--- src/rtl/dmem_arbiter_pkg.sv ---
// Shared types for the data-memory arbiter: FSM/owner encodings, bus widths
// and the read-return tag carried through the latency pipe.
package dmem_arbiter_pkg;

  localparam int DATA_W = 32;
  localparam int BE_W   = 4;

  typedef enum logic [1:0] {
    IDLE = 2'd0,
    OWN0 = 2'd1,
    OWN1 = 2'd2
  } arb_state_e;

  localparam logic [1:0] OWNER_NONE = 2'd0;
  localparam logic [1:0] OWNER_P0   = 2'd1;
  localparam logic [1:0] OWNER_P1   = 2'd2;

  typedef struct packed {
    logic valid;
    logic port;
  } rd_tag_t;

  function automatic logic [1:0] owner_of(input arb_state_e s);
    case (s)
      IDLE:    owner_of = OWNER_NONE;
      OWN0:    owner_of = OWNER_P0;
      OWN1:    owner_of = OWNER_P1;
      default: owner_of = OWNER_NONE;
    endcase
  endfunction

endpackage

--- src/rtl/dmem_arbiter_rd_tag_pipe.sv ---
// Read-return tag pipe: DEPTH-deep {valid, port} shift register whose tap
// steers memory read data to the port that issued the read.
module dmem_arbiter_rd_tag_pipe
  import dmem_arbiter_pkg::*;
#(
  parameter int DEPTH = 1
) (
  input  logic              clk,
  input  logic              reset,
  input  logic              push_valid,
  input  logic              push_port,
  input  logic [DATA_W-1:0] mem_rdata,
  output logic              rvalid0,
  output logic              rvalid1,
  output logic [DATA_W-1:0] rdata0,
  output logic [DATA_W-1:0] rdata1
);

  rd_tag_t pipe_r [DEPTH];
  rd_tag_t tap_s;

  // Shift every cycle; a new read loads stage 0 while older tags move on.
  always_ff @(posedge clk or negedge reset) begin
    if (!reset) begin
      for (int i = 0; i < DEPTH; i++) begin
        pipe_r[i] <= '0;
      end
    end else begin
      pipe_r[0] <= '{valid: push_valid, port: push_port};
      for (int i = 1; i < DEPTH; i++) begin
        pipe_r[i] <= pipe_r[i-1];
      end
    end
  end

  assign tap_s   = pipe_r[DEPTH-1];
  assign rvalid0 = tap_s.valid & ~tap_s.port;
  assign rvalid1 = tap_s.valid &  tap_s.port;
  assign rdata0  = rvalid0 ? mem_rdata : {DATA_W{1'b0}};
  assign rdata1  = rvalid1 ? mem_rdata : {DATA_W{1'b0}};

endmodule

--- src/rtl/dmem_arbiter.sv ---
// Two-port data-memory arbiter with locked bursts and in-order read return.
// Define DMEM_ARB_RR_EN for round-robin conflict resolution (fixed priority otherwise).
module dmem_arbiter
  import dmem_arbiter_pkg::*;
#(
  parameter int ADDR_W = 8,
  parameter int RD_LAT = 1
) (
  input  logic              clk,
  input  logic              reset,
  input  logic              req0,
  input  logic              we0,
  input  logic              lock0,
  input  logic [ADDR_W-1:0] addr0,
  input  logic [BE_W-1:0]   be0,
  input  logic [DATA_W-1:0] wdata0,
  input  logic              req1,
  input  logic              we1,
  input  logic              lock1,
  input  logic [ADDR_W-1:0] addr1,
  input  logic [BE_W-1:0]   be1,
  input  logic [DATA_W-1:0] wdata1,
  output logic              gnt0,
  output logic              gnt1,
  output logic              rvalid0,
  output logic              rvalid1,
  output logic [DATA_W-1:0] rdata0,
  output logic [DATA_W-1:0] rdata1,
  output logic [ADDR_W-1:0] mem_addr,
  output logic [BE_W-1:0]   mem_be,
  output logic              mem_we,
  output logic              mem_en,
  output logic [DATA_W-1:0] mem_wdata,
  input  logic [DATA_W-1:0] mem_rdata,
  output logic [1:0]        owner
);

  arb_state_e state_r;
  arb_state_e state_nxt_s;
  logic       pick1_s;
  logic       gnt0_s;
  logic       gnt1_s;
  logic       xfer_s;

`ifdef DMEM_ARB_RR_EN
  logic last_r;

  // Most recently granted port; resets to port 1 so port 0 wins the first conflict.
  always_ff @(posedge clk or negedge reset) begin
    if (!reset) begin
      last_r <= 1'b1;
    end else if (xfer_s) begin
      last_r <= gnt1;
    end else begin
      last_r <= last_r;
    end
  end

  assign pick1_s = ~last_r;
`else
  assign pick1_s = 1'b0;
`endif

  // Ownership state register.
  always_ff @(posedge clk or negedge reset) begin
    if (!reset) begin
      state_r <= IDLE;
    end else begin
      state_r <= state_nxt_s;
    end
  end

  // Grant selection and next ownership state.
  always_comb begin
    gnt0_s      = 1'b0;
    gnt1_s      = 1'b0;
    state_nxt_s = state_r;
    case (state_r)
      IDLE: begin
        if (req0 && req1) begin
          gnt1_s = pick1_s;
          gnt0_s = ~pick1_s;
        end else begin
          gnt0_s = req0;
          gnt1_s = req1;
        end
      end
      OWN0:    gnt0_s = req0;
      OWN1:    gnt1_s = req1;
      default: state_nxt_s = IDLE;
    endcase
    // A dropped lock with no transfer releases ownership; the other port waits a cycle.
    if (gnt0_s) begin
      state_nxt_s = lock0 ? OWN0 : IDLE;
    end else if (gnt1_s) begin
      state_nxt_s = lock1 ? OWN1 : IDLE;
    end else if ((state_r == OWN0 && !lock0) || (state_r == OWN1 && !lock1)) begin
      state_nxt_s = IDLE;
    end else begin
      state_nxt_s = state_nxt_s;
    end
  end

  assign gnt0   = gnt0_s & reset;
  assign gnt1   = gnt1_s & reset;
  assign xfer_s = (req0 & gnt0) | (req1 & gnt1);
  assign mem_en = xfer_s;
  assign owner  = owner_of(state_r);

  // Command mux toward the memory; idle bus is driven to zero.
  always_comb begin
    mem_addr  = {ADDR_W{1'b0}};
    mem_be    = {BE_W{1'b0}};
    mem_we    = 1'b0;
    mem_wdata = {DATA_W{1'b0}};
    if (gnt1) begin
      mem_addr  = addr1;
      mem_be    = be1;
      mem_we    = we1;
      mem_wdata = wdata1;
    end else if (gnt0) begin
      mem_addr  = addr0;
      mem_be    = be0;
      mem_we    = we0;
      mem_wdata = wdata0;
    end else begin
      mem_we    = 1'b0;
    end
  end

  dmem_arbiter_rd_tag_pipe #(
    .DEPTH(RD_LAT)
  ) u_rd_tag_pipe (
    .clk       (clk),
    .reset     (reset),
    .push_valid(xfer_s & ~mem_we),
    .push_port (gnt1),
    .mem_rdata (mem_rdata),
    .rvalid0   (rvalid0),
    .rvalid1   (rvalid1),
    .rdata0    (rdata0),
    .rdata1    (rdata1)
  );

endmodule

--- config.mk ---
export PLATFORM = sky130hd
export DESIGN_NAME = dmem_arbiter
export DESIGN_NICKNAME = d
export VERILOG_FILES = /design/src/rtl/dmem_arbiter_pkg.sv /design/src/rtl/dmem_arbiter_rd_tag_pipe.sv /design/src/rtl/dmem_arbiter.sv
export SDC_FILE = /design/constraint.sdc
export NUM_CORES = 1
export LEC_CHECK = 0
export ABC_AREA = 1
export BUFFER_PORTS_ARGS = -buffer_cell sky130_fd_sc_hd__buf_4
export CAP_MARGIN = 25
export CORE_AREA = 2 2 94 96
export DETAILED_ROUTE_END_ITERATION = 12
export DIE_AREA = 0 0 96 98
export GPL_TIMING_DRIVEN = 0
export PLACE_DENSITY = 0.5
export SYNTH_ARGS = -nofsm -noshare
export SYNTH_HDL_FRONTEND = slang
export SYNTH_HIERARCHICAL = 1
export SYNTH_SLANG_ARGS = --single-unit
--- constraint.sdc ---
create_clock -name clk -period 2.5 [get_ports clk]
set_input_delay 0.5 -clock clk [delete_from_list [all_inputs] [get_ports clk]]
set_output_delay 0.5 -clock clk [all_outputs]
set_load 0.05 [all_outputs]
# After elaboration in Yosys (flattened, before gate mapping)
# Cells that the tools add are included.
[word_totals] wordCells=45 in_bits=128 regBits=4 output_inout_bits=116
[op_classes] n_eq_ne=3 reduce_logical=8 n_mux=21 n_bitwise=10
[ops] op="$mux W32" count=4
[ops] op="$mux W8" count=2
[ops] op="$mux W2" count=5
[ops] op="$mux W4" count=2
[ops] op="$and A1 B1 Y1" count=7
[ops] op="$mux W1" count=5
[ops] op="$ne A4 B1 Y1 const B" count=1
[ops] op="$pmux W1 S2" count=2
[ops] op="$pmux W2 S2" count=1
[ops] op="$logic_and A1 B1 Y1" count=3
[ops] op="$reduce_or A3 Y1" count=1
[ops] op="$eq A2 B1 Y1 const B" count=1
[ops] op="$eq A2 B2 Y1 const B" count=1
[ops] op="$logic_not A1 Y1" count=2
[ops] op="$logic_not A2 Y1" count=1
[ops] op="$not A1 Y1" count=2
[ops] op="$logic_or A1 B1 Y1" count=1
[ops] op="$or A1 B1 Y1" count=1

# Depth between registers and ports, before layout
[logic_depth] word_depth=8 depth_mapped=8 depth_no_buf=7

# Hierarchy
# Netlist, hierarchy kept.
[by_module_without_submodules] module="dmem_arbiter" seq_area_each_um2=50.0 instances=1 area_per_inst_um2=757.0 cells_per_inst=178
[by_module_without_submodules] module="dmem_arbiter_rd_tag_pipe" seq_area_each_um2=50.0 instances=1 area_per_inst_um2=466.7 cells_per_inst=109

# Worst setup path before layout
# No wires, ideal clock.
[synth_timing] path_type="input to output" start="input req1" end="output mem_wdata[13]" t_arrival_ps=1541 n_path_buf=1 stages=7 required_ps=2000 path_slack_ps=459 cell_sequence="inv_1 > nor2_1 > nand2_1 > nor2_2 > buf_2 > nand2_1 > nand2_1"
[synth_via] elab_cells_between_ends=9 classes_between="mux: 6; bitwise: 2; reduce/logical: 1"
[synth_lines] item="start, declared" line_no="dmem_arbiter.sv:17" text="input logic req1,"
[synth_lines] item="$logic_and A1 B1 Y1" line_no="dmem_arbiter.sv:80" text="if (req0 && req1) begin"
[synth_lines] item="$mux W1" line_no="dmem_arbiter.sv:80"
[synth_lines] item="$pmux W1 S2 (*)" line_no="dmem_arbiter.sv:78" text="case (state_r)"
[synth_lines] item="$and A1 B1 Y1 (*)" line_no="dmem_arbiter.sv:105" text="assign gnt1 = gnt1_s & reset;"
[synth_lines] item="net gnt1" line_no="dmem_arbiter.sv:24" text="output logic gnt1,"
[synth_lines] item="$mux W32 (*)" line_no="dmem_arbiter.sv:116" text="if (gnt1) begin"
[synth_lines] item="end, declared" line_no="dmem_arbiter.sv:33" text="output logic [DATA_W-1:0] mem_wdata,"
# Mark *: on every way through the listed nets, which the timed path passes. The rest lies on a longest branch.

# Worst setup path in the final report
[layout_timing] start="register state_r[1]" end="output mem_addr[4]"
[layout_via] elab_chain_cells=5 elab_cells_between_ends=9 classes_between="eq/ne: 2; mux: 4; bitwise: 2; reduce/logical: 1"
[layout_lines] item="start, declared" line_no="dmem_arbiter.sv:38" text="arb_state_e state_r;"
[layout_lines] item="start signal, assigned" line_no="dmem_arbiter.sv:69" text="state_r <= state_nxt_s;"
[layout_lines] item="$eq A2 B1 Y1 or $logic_not A2 Y1 (tied branches)" line_no="dmem_arbiter.sv:78"
[layout_lines] item="$pmux W1 S2" line_no="dmem_arbiter.sv:78"
[layout_lines] item="$and A1 B1 Y1" line_no="dmem_arbiter.sv:104" text="assign gnt0 = gnt0_s & reset;"
[layout_lines] item="$mux W8" line_no="dmem_arbiter.sv:121" text="end else if (gnt0) begin"
[layout_lines] item="$mux W8 (*)" line_no="dmem_arbiter.sv:116"
[layout_lines] item="end, declared" line_no="dmem_arbiter.sv:29" text="output logic [ADDR_W-1:0] mem_addr,"
# Mark *: on every way between the ends. The rest lies on a longest branch, timed or not.

==> impl_results.md <==
- Outcome: complete, no violations
- Setup crit start kind: flip-flop
- ANT cells: 0
- Required time of the critical path: 2.00 ns
- Maxcap violations: 0
- CTS root buf: clkbuf_8
- Flop2flop setup slack: 1.22 ns
- Congestion Overflow GR: 0
- Initial Util: 14.5%
- Number of gates resized after cts: 0
- Core ar.: 0.00847 mm²
- Finished Core Util: 38.1%
- Hold crit path type: input port to asynchronous set/reset pin
- Drt total wl: 7.26 mm
- Nets: 663
- Max IR drop VDD: 0.000148 V
- Post-CTS Setup Bufs: 0
- Flops & latches, synth: 4
- RSZ-0062 raised after global routing: false
- Fin Clk Skew: 0.00371 ns
- Clock buffer count from CTS: 3
- YS warnings: 6
- Clock slew seen by the registers of the worst setup and hold paths: 0.03 ns
- Critical path arrival: 1.76 ns
- Drt initial violations: 75
- Area of the multi-input gates: 846 µm²
- Routed len/inst: 11.3 µm
- Sequential area share after synthesis: 8.18%
- Width of the die: 96 µm
- Reg2reg path depth: 7
- Cells after Synth: 287
- Vias in the first global route: 2382
- Sum Neg Setup Slack: 0 ns
- Filler Cells Inserted: 963
- CTS tree: done
- Worst Setup End Kind: primary output
- DR DRC count: 0
- Largest net degree at the start of global routing: 12
- First-pass detailed-route iteration total: 4
- I/O pin total: 244
- Final hold vios: 0
- Period utilization: 90.3%
- Final ANT Viol Nets: 0
- GRT Util Overall: 14.1%
- Highest clock rate: 443 MHz
- I/O Buffers: 243
- Reg2reg end: u_rd_tag_pipe/pipe_r[1]
- Std-Cell Rows: 34
- CTS sink cnt: 4
- Die Ht: 98 µm
- Die area: 0.00941 mm²
- Max-slew headroom: 84.4%
- Most frequent cells in the layout: 246 x buf_4, 145 x nand2_1, 72 x nor2_1
- Crit Path Max Fanout: 10
- Placer Congestion: 0.756
- Final setup viols: 0
- Fin crit period: 2.26 ns
- H-tree lvl count: 1
- Worst r2r src: state_r[1]
- Clock Tree Buf Depth: 2
- Post-synthesis cell type count: 12
- FF+latch area: 100 µm²
- Avg Cell Area, Syn: 4.26 µm²
- Worst-Margin Slew: 0.234 ns
- Vias/cell: 3.87
- Hold WS: 0.0787 ns
- Crit path kind: flip-flop to primary output
- First-pass GRT wire length: 10.8 mm
- Hold-fix buffers at CTS: 0
- Post-Synthesis Net Count: 415
- Leak: 2.18 nW
- Pwr dens: 419 mW/mm²
- Fraction of layout cells with a size suffix above 1: 49.5%
- Worst skew pair latency: 0.22 ns
- Commonest non-fill, non-tap cell in the layout: buf_4
- Final Max Tran Viols: 0
- Initial antenna violation count: 0
- Synthesized cell area: 0.00122 mm²
- Syn-to-layout area delta: 163%
- HPWL Detailed: 6.39 mm
- Vias: 2483
[report_power, final]
part,leakage (nW),switching [mW],internal [mW]
clock,0.0216,0.0322,0.103
combinational,2.11,0.750,0.379
sequential,0.0524,0.0116,0.0756
total,2.18,0.794,0.557
[how the worst max path moves through the flow]
stage | cells past startpoint | endpoint | slack, ns | from
6_report | 8 | mem_addr[4] | 0.24 | state_r[1]
5_1_grt | 8 | mem_wdata[26] | 0.04 | state_r[1]
4_1_cts | 8 | mem_addr[4] | 0.23 | state_r[1]
3_5_place_dp | 8 | mem_wdata[26] | 0.33 | reset
3_3_place_gp | 8 | mem_wdata[26] | 0.31 | reset
2_1_floorplan | 7 | mem_wdata[13] | 0.46 | req1
[worst max-delay path, stage by stage (launching register included)]
cell,delay (ns)
dfrtp_1,0.43
inv_2,0.08
nand2_1,0.07
nor2_1,0.12
buf_2,0.24
buf_2,0.26
nand2_1,0.08
nand2_1,0.08
buf_4,0.19
[per-layer routing]
layer / share of wire, % / track usage [%]
met5: 0 / 0
met3: 11 / 2.70
met2: 51 / 27.3
met1: 37 / 15.1
met4: 1.2 / 3.52
[cell usage after synthesis (all sizes together)]
cell	number	area, µm²
a21oi	1	5.00
buf	16	113
dfrtp	4	100
inv	44	165
nand2	145	544
nand3	3	15.0
nor2	73	277
o21ai	1	5.00
[cell type report]
| type | instances | share of cell area (%) |
|---|---|---|
| plain buffers | 16 | 3.49 |
| clock buffers | 3 | 1.28 |
| inverters | 44 | 5.12 |
| multi-input cells | 223 | 26.2 |
| flip-flops and latches | 4 | 3.10 |
| well taps | 108 | 4.19 |
| repair buffers | 243 | 56.6 |
[flip-flops by register name, indices dropped and copies added, names as in the netlist]
register              count
state_r                   2
u_rd_tag_pipe/pipe_r      2
[cells by family after synthesis]
kind of cell	count (synthesis)	share of synthesized area, %
AND/OR/NAND/NOR	221	68.3
buffers and inverters	60	22.7
flip-flops	4	8.18
AO/OA/AOI/OAI	2	0.817
[through the flow]
| stage | total power [mW] | area (µm²) | instances | worst slack [ns] |
|---|---|---|---|---|
| after floorplan | 0.794 | 1220 | 287 | 0.459 |
| after detailed placement | 1.23 | 3180 | 638 | 0.328 |
| final | 1.35 | 3220 | 641 | 0.243 |
| after global placement | 1.22 | 3180 | 638 | 0.312 |
| after global routing | 1.44 | 3220 | 641 | 0.0374 |
| after CTS | 1.36 | 3220 | 641 | 0.235 |
No activity file was read; power rests on OpenSTA's default activity.
